File: src/rtl/modulo_arbitro_mux8_pkg.sv
// rtl/modulo_arbitro_mux8_pkg.sv - shared constants, state encoding and helpers for the mux8 arbiter
package modulo_arbitro_mux8_pkg;

    localparam int NUM_CH = 8;
    localparam int SEL_W  = 3;
    localparam int CNT_W  = 8;

    typedef enum logic {
        ST_IDLE  = 1'b0,
        ST_SERVE = 1'b1
    } state_t;

    function automatic logic [NUM_CH-1:0] idx_to_onehot(input logic [SEL_W-1:0] idx);
        logic [NUM_CH-1:0] v_onehot;
        v_onehot      = '0;
        v_onehot[idx] = 1'b1;
        return v_onehot;
    endfunction

    // The shared mux routes data input 7 on select 0, so select is the inverted index.
    function automatic logic [SEL_W-1:0] idx_to_sel(input logic [SEL_W-1:0] idx);
        return ~idx;
    endfunction

endpackage

File: src/rtl/modulo_rr_pick8.sv
// rtl/modulo_rr_pick8.sv - circular priority search over 8 requests starting at ptr
module modulo_rr_pick8
    import modulo_arbitro_mux8_pkg::*;
(
    input  logic [NUM_CH-1:0] i_req,
    input  logic [SEL_W-1:0]  i_ptr,
    output logic              o_found,
    output logic [SEL_W-1:0]  o_idx
);

    logic [SEL_W-1:0] w_cand;

    // Walk from the farthest candidate back to ptr so the nearest hit wins.
    always_comb begin
        o_found = 1'b0;
        o_idx   = i_ptr;
        w_cand  = i_ptr;
        for (int k = NUM_CH - 1; k >= 0; k--) begin
            w_cand = i_ptr + SEL_W'(k);
            if (i_req[w_cand]) begin
                o_found = 1'b1;
                o_idx   = w_cand;
            end
        end
    end

endmodule

File: src/rtl/modulo_arbitro_mux8.sv
// rtl/modulo_arbitro_mux8.sv - round-robin arbiter driving the select of a shared 8:1 mux
module modulo_arbitro_mux8
    import modulo_arbitro_mux8_pkg::*;
#(
    parameter int HOLD_CYCLES = 4
)
(
    input  logic              input_clk,
    input  logic              input_reset_n,
    input  logic              input_enable,
    input  logic [NUM_CH-1:0] input_req,
    output logic [SEL_W-1:0]  out_sel,
    output logic [NUM_CH-1:0] out_grant,
    output logic [SEL_W-1:0]  out_idx,
    output logic              out_valid
);

    state_t             r_state;
    logic [SEL_W-1:0]   r_ptr;
    logic [CNT_W-1:0]   r_cnt;
    logic [SEL_W-1:0]   r_idx;
    logic [SEL_W-1:0]   r_sel;
    logic [NUM_CH-1:0]  r_grant;
    logic               r_valid;

    state_t             w_state_nxt;
    logic [SEL_W-1:0]   w_ptr_nxt;
    logic [CNT_W-1:0]   w_cnt_nxt;
    logic [SEL_W-1:0]   w_idx_nxt;
    logic [SEL_W-1:0]   w_sel_nxt;
    logic [NUM_CH-1:0]  w_grant_nxt;
    logic               w_valid_nxt;

    logic [SEL_W-1:0]   w_pick_ptr;
    logic               w_found;
    logic [SEL_W-1:0]   w_pick_idx;
    logic               w_hold_done;
    logic               w_release;
    logic               w_grant_ok;

    // On release the search restarts just past the channel being let go.
    assign w_pick_ptr  = (r_state == ST_SERVE) ? r_idx + SEL_W'(1) : r_ptr;
    assign w_hold_done = (r_cnt == CNT_W'(HOLD_CYCLES));
    assign w_release   = (r_state == ST_SERVE) &&
                         (!input_req[r_idx] || w_hold_done || !input_enable);
    assign w_grant_ok  = input_enable && w_found;

    modulo_rr_pick8 u_pick (
        .i_req   (input_req),
        .i_ptr   (w_pick_ptr),
        .o_found (w_found),
        .o_idx   (w_pick_idx)
    );

    always_ff @(posedge input_clk or negedge input_reset_n) begin
        if (!input_reset_n) begin
            r_state <= ST_IDLE;
        end else begin
            r_state <= w_state_nxt;
        end
    end

    always_comb begin
        w_state_nxt = r_state;
        case (r_state)
            ST_IDLE: begin
                if (w_grant_ok) begin
                    w_state_nxt = ST_SERVE;
                end
            end
            ST_SERVE: begin
                if (w_release && !w_grant_ok) begin
                    w_state_nxt = ST_IDLE;
                end
            end
            default: w_state_nxt = ST_IDLE;
        endcase
    end

    always_comb begin
        w_ptr_nxt   = r_ptr;
        w_cnt_nxt   = r_cnt;
        w_idx_nxt   = r_idx;
        w_sel_nxt   = r_sel;
        w_grant_nxt = r_grant;
        w_valid_nxt = r_valid;
        case (r_state)
            ST_IDLE: begin
                if (w_grant_ok) begin
                    w_idx_nxt   = w_pick_idx;
                    w_sel_nxt   = idx_to_sel(w_pick_idx);
                    w_grant_nxt = idx_to_onehot(w_pick_idx);
                    w_valid_nxt = 1'b1;
                    w_cnt_nxt   = CNT_W'(1);
                end
            end
            ST_SERVE: begin
                if (!w_release) begin
                    w_cnt_nxt = r_cnt + CNT_W'(1);
                end else begin
                    w_ptr_nxt = w_pick_ptr;
                    if (w_grant_ok) begin
                        w_idx_nxt   = w_pick_idx;
                        w_sel_nxt   = idx_to_sel(w_pick_idx);
                        w_grant_nxt = idx_to_onehot(w_pick_idx);
                        w_cnt_nxt   = CNT_W'(1);
                    end else begin
                        // Index and select are left on the last channel while idle.
                        w_grant_nxt = '0;
                        w_valid_nxt = 1'b0;
                        w_cnt_nxt   = '0;
                    end
                end
            end
            default: begin
                w_grant_nxt = '0;
                w_valid_nxt = 1'b0;
            end
        endcase
    end

    always_ff @(posedge input_clk or negedge input_reset_n) begin
        if (!input_reset_n) begin
            r_ptr   <= '0;
            r_cnt   <= '0;
            r_idx   <= '0;
            r_sel   <= idx_to_sel('0);
            r_grant <= '0;
            r_valid <= 1'b0;
        end else begin
            r_ptr   <= w_ptr_nxt;
            r_cnt   <= w_cnt_nxt;
            r_idx   <= w_idx_nxt;
            r_sel   <= w_sel_nxt;
            r_grant <= w_grant_nxt;
            r_valid <= w_valid_nxt;
        end
    end

    assign out_sel   = r_sel;
    assign out_grant = r_grant;
    assign out_idx   = r_idx;
    assign out_valid = r_valid;

endmodule

File: config.mk
export PLATFORM = sky130hd
export DESIGN_NAME = modulo_arbitro_mux8
export DESIGN_NICKNAME = d
export VERILOG_FILES = /design/src/rtl/modulo_arbitro_mux8_pkg.sv /design/src/rtl/modulo_rr_pick8.sv /design/src/rtl/modulo_arbitro_mux8.sv
export SDC_FILE = /design/constraint.sdc
export NUM_CORES = 1
export LEC_CHECK = 0
export ABC_AREA = 1
export ABC_CLOCK_PERIOD_IN_PS = 7200
export CELL_PAD_IN_SITES_DETAIL_PLACEMENT = 1
export CELL_PAD_IN_SITES_GLOBAL_PLACEMENT = 1
export CORE_AREA = 10 10 92 94
export CTS_CLUSTER_SIZE = 28
export DETAILED_ROUTE_END_ITERATION = 8
export DIE_AREA = 0 0 102 104
export HOLD_SLACK_MARGIN = 0.12
export PLACE_DENSITY = 0.73
export SYNTH_ARGS = -nofsm -noshare
export SYNTH_HDL_FRONTEND = slang
export SYNTH_SLANG_ARGS = --single-unit
File: constraint.sdc
create_clock -name input_clk -period 7.2 [get_ports input_clk]
set_input_delay 1.44 -clock input_clk [delete_from_list [all_inputs] [get_ports input_clk]]
set_output_delay 1.44 -clock input_clk [all_outputs]
set_load 0.01 [all_outputs]
==> reports/qor.txt <==
Ports - 26
multi-input logic area - 1390 um^2
initial antenna violation count - 0
post-CTS setup buffer count - 0
buffer and inverter count on the worst path - 4
Total GRT Usage - 12.7%
H-tree depth reported by CTS - 1
Crit path largest cell delay - 0.48 ns
CP Cell Sequence - clkdlybuf4s50_1 -> inv_1 -> o21ai_0 -> a21oi_1 -> o21ai_0 -> nand4_1 -> inv_1 -> nor2_8 -> nand2_2 -> inv_2 -> nand3_1 -> nand2_1
Seq. cell area - 679 um^2
crit path launch type - input port
most common flop cell mapped by yosys - dfrtp_1
Setup CP Type - in -> reg
cts repair resizes - 0
Final GP Congestion - 0.835
count of pins over their slew limit - 0
number of synthesized flops with an enable pin - 0
Slew @ Worst Pin - 0.505 ns
share of cells above drive strength 1 - 13.9%
synthesized instance count - 334
Hold Path Class - reg -> reg
setup violators final - 0
crit path DAT - 3.71 ns
DR vias/cell - 5.02
Die Height - 104 um
cts hold-fix bufs - 0
Vias - 2208
Max Root-Sink Buffers - 2
clk slew on worst S/H paths - 0.10 ns
Initial DRC Count - 70
Final period util - 49.0%
ANT nets after route - 0
final period demand of the worst path - 3.53 ns
drc violations - 0
Port Buffers - 25
Fmax - 0.283 GHz
Netlist cell types - 38
Num CTS Buffers - 3
Worst setup EP type - flip-flop
# fillers - 878
WP data required - 7.38 ns
Net Count, Synth - 349
Final HPWL DP - 5330 um
total gr overflow - 0
TritonCTS clock tree - built
Final Hold Viols - 0
drt pass-1 iters - 4
#FFs+latches synth - 27
setup_tns - 0 ns
status - complete, no violations
CTS sink count - 27
Async S/R FF share, synth - 100%
# rows - 30
synthesized area - 2260 um^2
clk_skew - 0.00475 ns
Die W - 102 um
unrepaired setup endpoints after global routing - no
largest net degree at the start of global routing - 28
final core utilization - 39.2%
delay-heaviest family, CP - buffers and inverters
CTS root buffer - clkbuf_8
core area - 6680 um^2
YS warnings - 0
Critical Path Fanout Max - 9
Final #Nets - 376
average cell area after synthesis - 6.76 um^2
slew margin rel. - 66.2%
Max-cap violations - 0
Clock Latency Late Sink - 0.28 ns
Avg WL per Cell - 14.9 um
Worst path slowest cell - clkdlybuf4s50_1
final wirelength - 6570 um
vias in the first global route - 2333
Antenna Cells - 0
Area growth syn-to-layout - 15.8%
Initial Utilization - 33.8%
Seq/Total Area, Yosys - 30.1%
die area - 10600 um^2
wire length of the first global-routing pass - 11200 um
[sequential cells by signal, indices dropped and copies added, names as in the netlist]
signal,flops
out_grant,8
r_cnt,8
out_idx,3
out_sel,3
r_ptr,3
out_valid,1
r_state,1
[worst min-delay path, delay by kind of cell, from the launching register on]
family,cells,cell delay (ns)
AND/OR/NAND/NOR,2,0.10
flip-flops,1,0.38
[path summary, 6_finish.rpt]
path                                from           end  slack (ns)  depth (start not counted)
max in group asynchronous  input_reset_n    out_sel[0]        5.38                          2
hold / removal                out_sel[2]    out_sel[2]        0.48                          2
min in group asynchronous  input_reset_n  out_grant[2]        1.52                          2
setup reg to reg              out_idx[0]  out_grant[0]        4.03                         18
hold reg to reg               out_sel[2]    out_sel[2]        0.48                          2
setup / recovery            input_req[7]  out_grant[5]        3.67                         12
[synthesized netlist by cell type, types with 4 or more instances]
cell type  instances  area [um^2]
nand2_1          121          454
nand3_1           35          175
inv_1             32          120
dfrtp_1           24          601
nand2_2           19          119
o21ai_0           16         80.1
a21oi_1           14         70.1
nor2_1            12         45.0
o21ai_1            5         25.0
o22ai_1            5         31.3
ha_1               4         50.1
nand2_4            4         45.0
[cells in the final DEF, fill, tap and decap left out, drive strengths merged]
cell,n
nand2,146
nand3,37
inv,36
clkdlybuf4s50,25
dfrtp,24
o21ai,23
a21oi,16
nor2,16
o22ai,5
ha,4
o21a,3
xor2,3
clkbuf,3
dfstp,3
nand4,3
and2,2
nor3,2
or2,2
a31oi,2
nor4,1
o32ai,1
xnor2,1
clkinvlp,1
buf,1
[metrics by stage]
| step | cells | hold slack (ns) | setup slack, ns | cell area, um^2 |
|---|---|---|---|---|
| 2_1_floorplan | 334 | 0.472 | 4.29 | 2260 |
| 3_3_place_gp | 436 | 0.465 | 3.52 | 2570 |
| 3_5_place_dp | 436 | 0.469 | 3.41 | 2570 |
| 4_1_cts | 440 | 0.485 | 3.70 | 2620 |
| 5_1_grt | 440 | 0.514 | 3.46 | 2620 |
| 6_report | 440 | 0.481 | 3.67 | 2620 |
[cells by family (layout without fill, tap and decap cells)]
logic type,count (synthesis),in the layout,synth area share (%)
AO/OA/AOI/OAI,50,50,12.9
XOR/XNOR,4,4,1.55
adder cells (fa/ha/maj),4,4,2.22
buffers and inverters,40,66,8.59
flip-flops,27,27,30.1
AND/OR/NAND/NOR,209,209,44.7
[layer usage]
layer  global-route usage, %  part of all wire [%]  up-vias
li1                        -                     -     1131
met1                    15.6                    46     1054
met2                    22.4                    50       17
met3                    1.66                   2.4        6
met4                    2.92                   1.1        0
met5                       0                     0        -
[area by class of cell]
class / count / area share, %
Multi-Input combinational cell: 267 / 52.9
Sequential cell: 27 / 26.0
Inverter: 36 / 5.55
Timing Repair Buffer: 26 / 9.85
Clock inverter: 1 / 0.287
Clock buffer: 3 / 1.58
Tap cell: 80 / 3.83
Power is left out: the tool's default activity adds up to more than one toggle a clock period on the data nets, which glitch-free logic cannot reach.
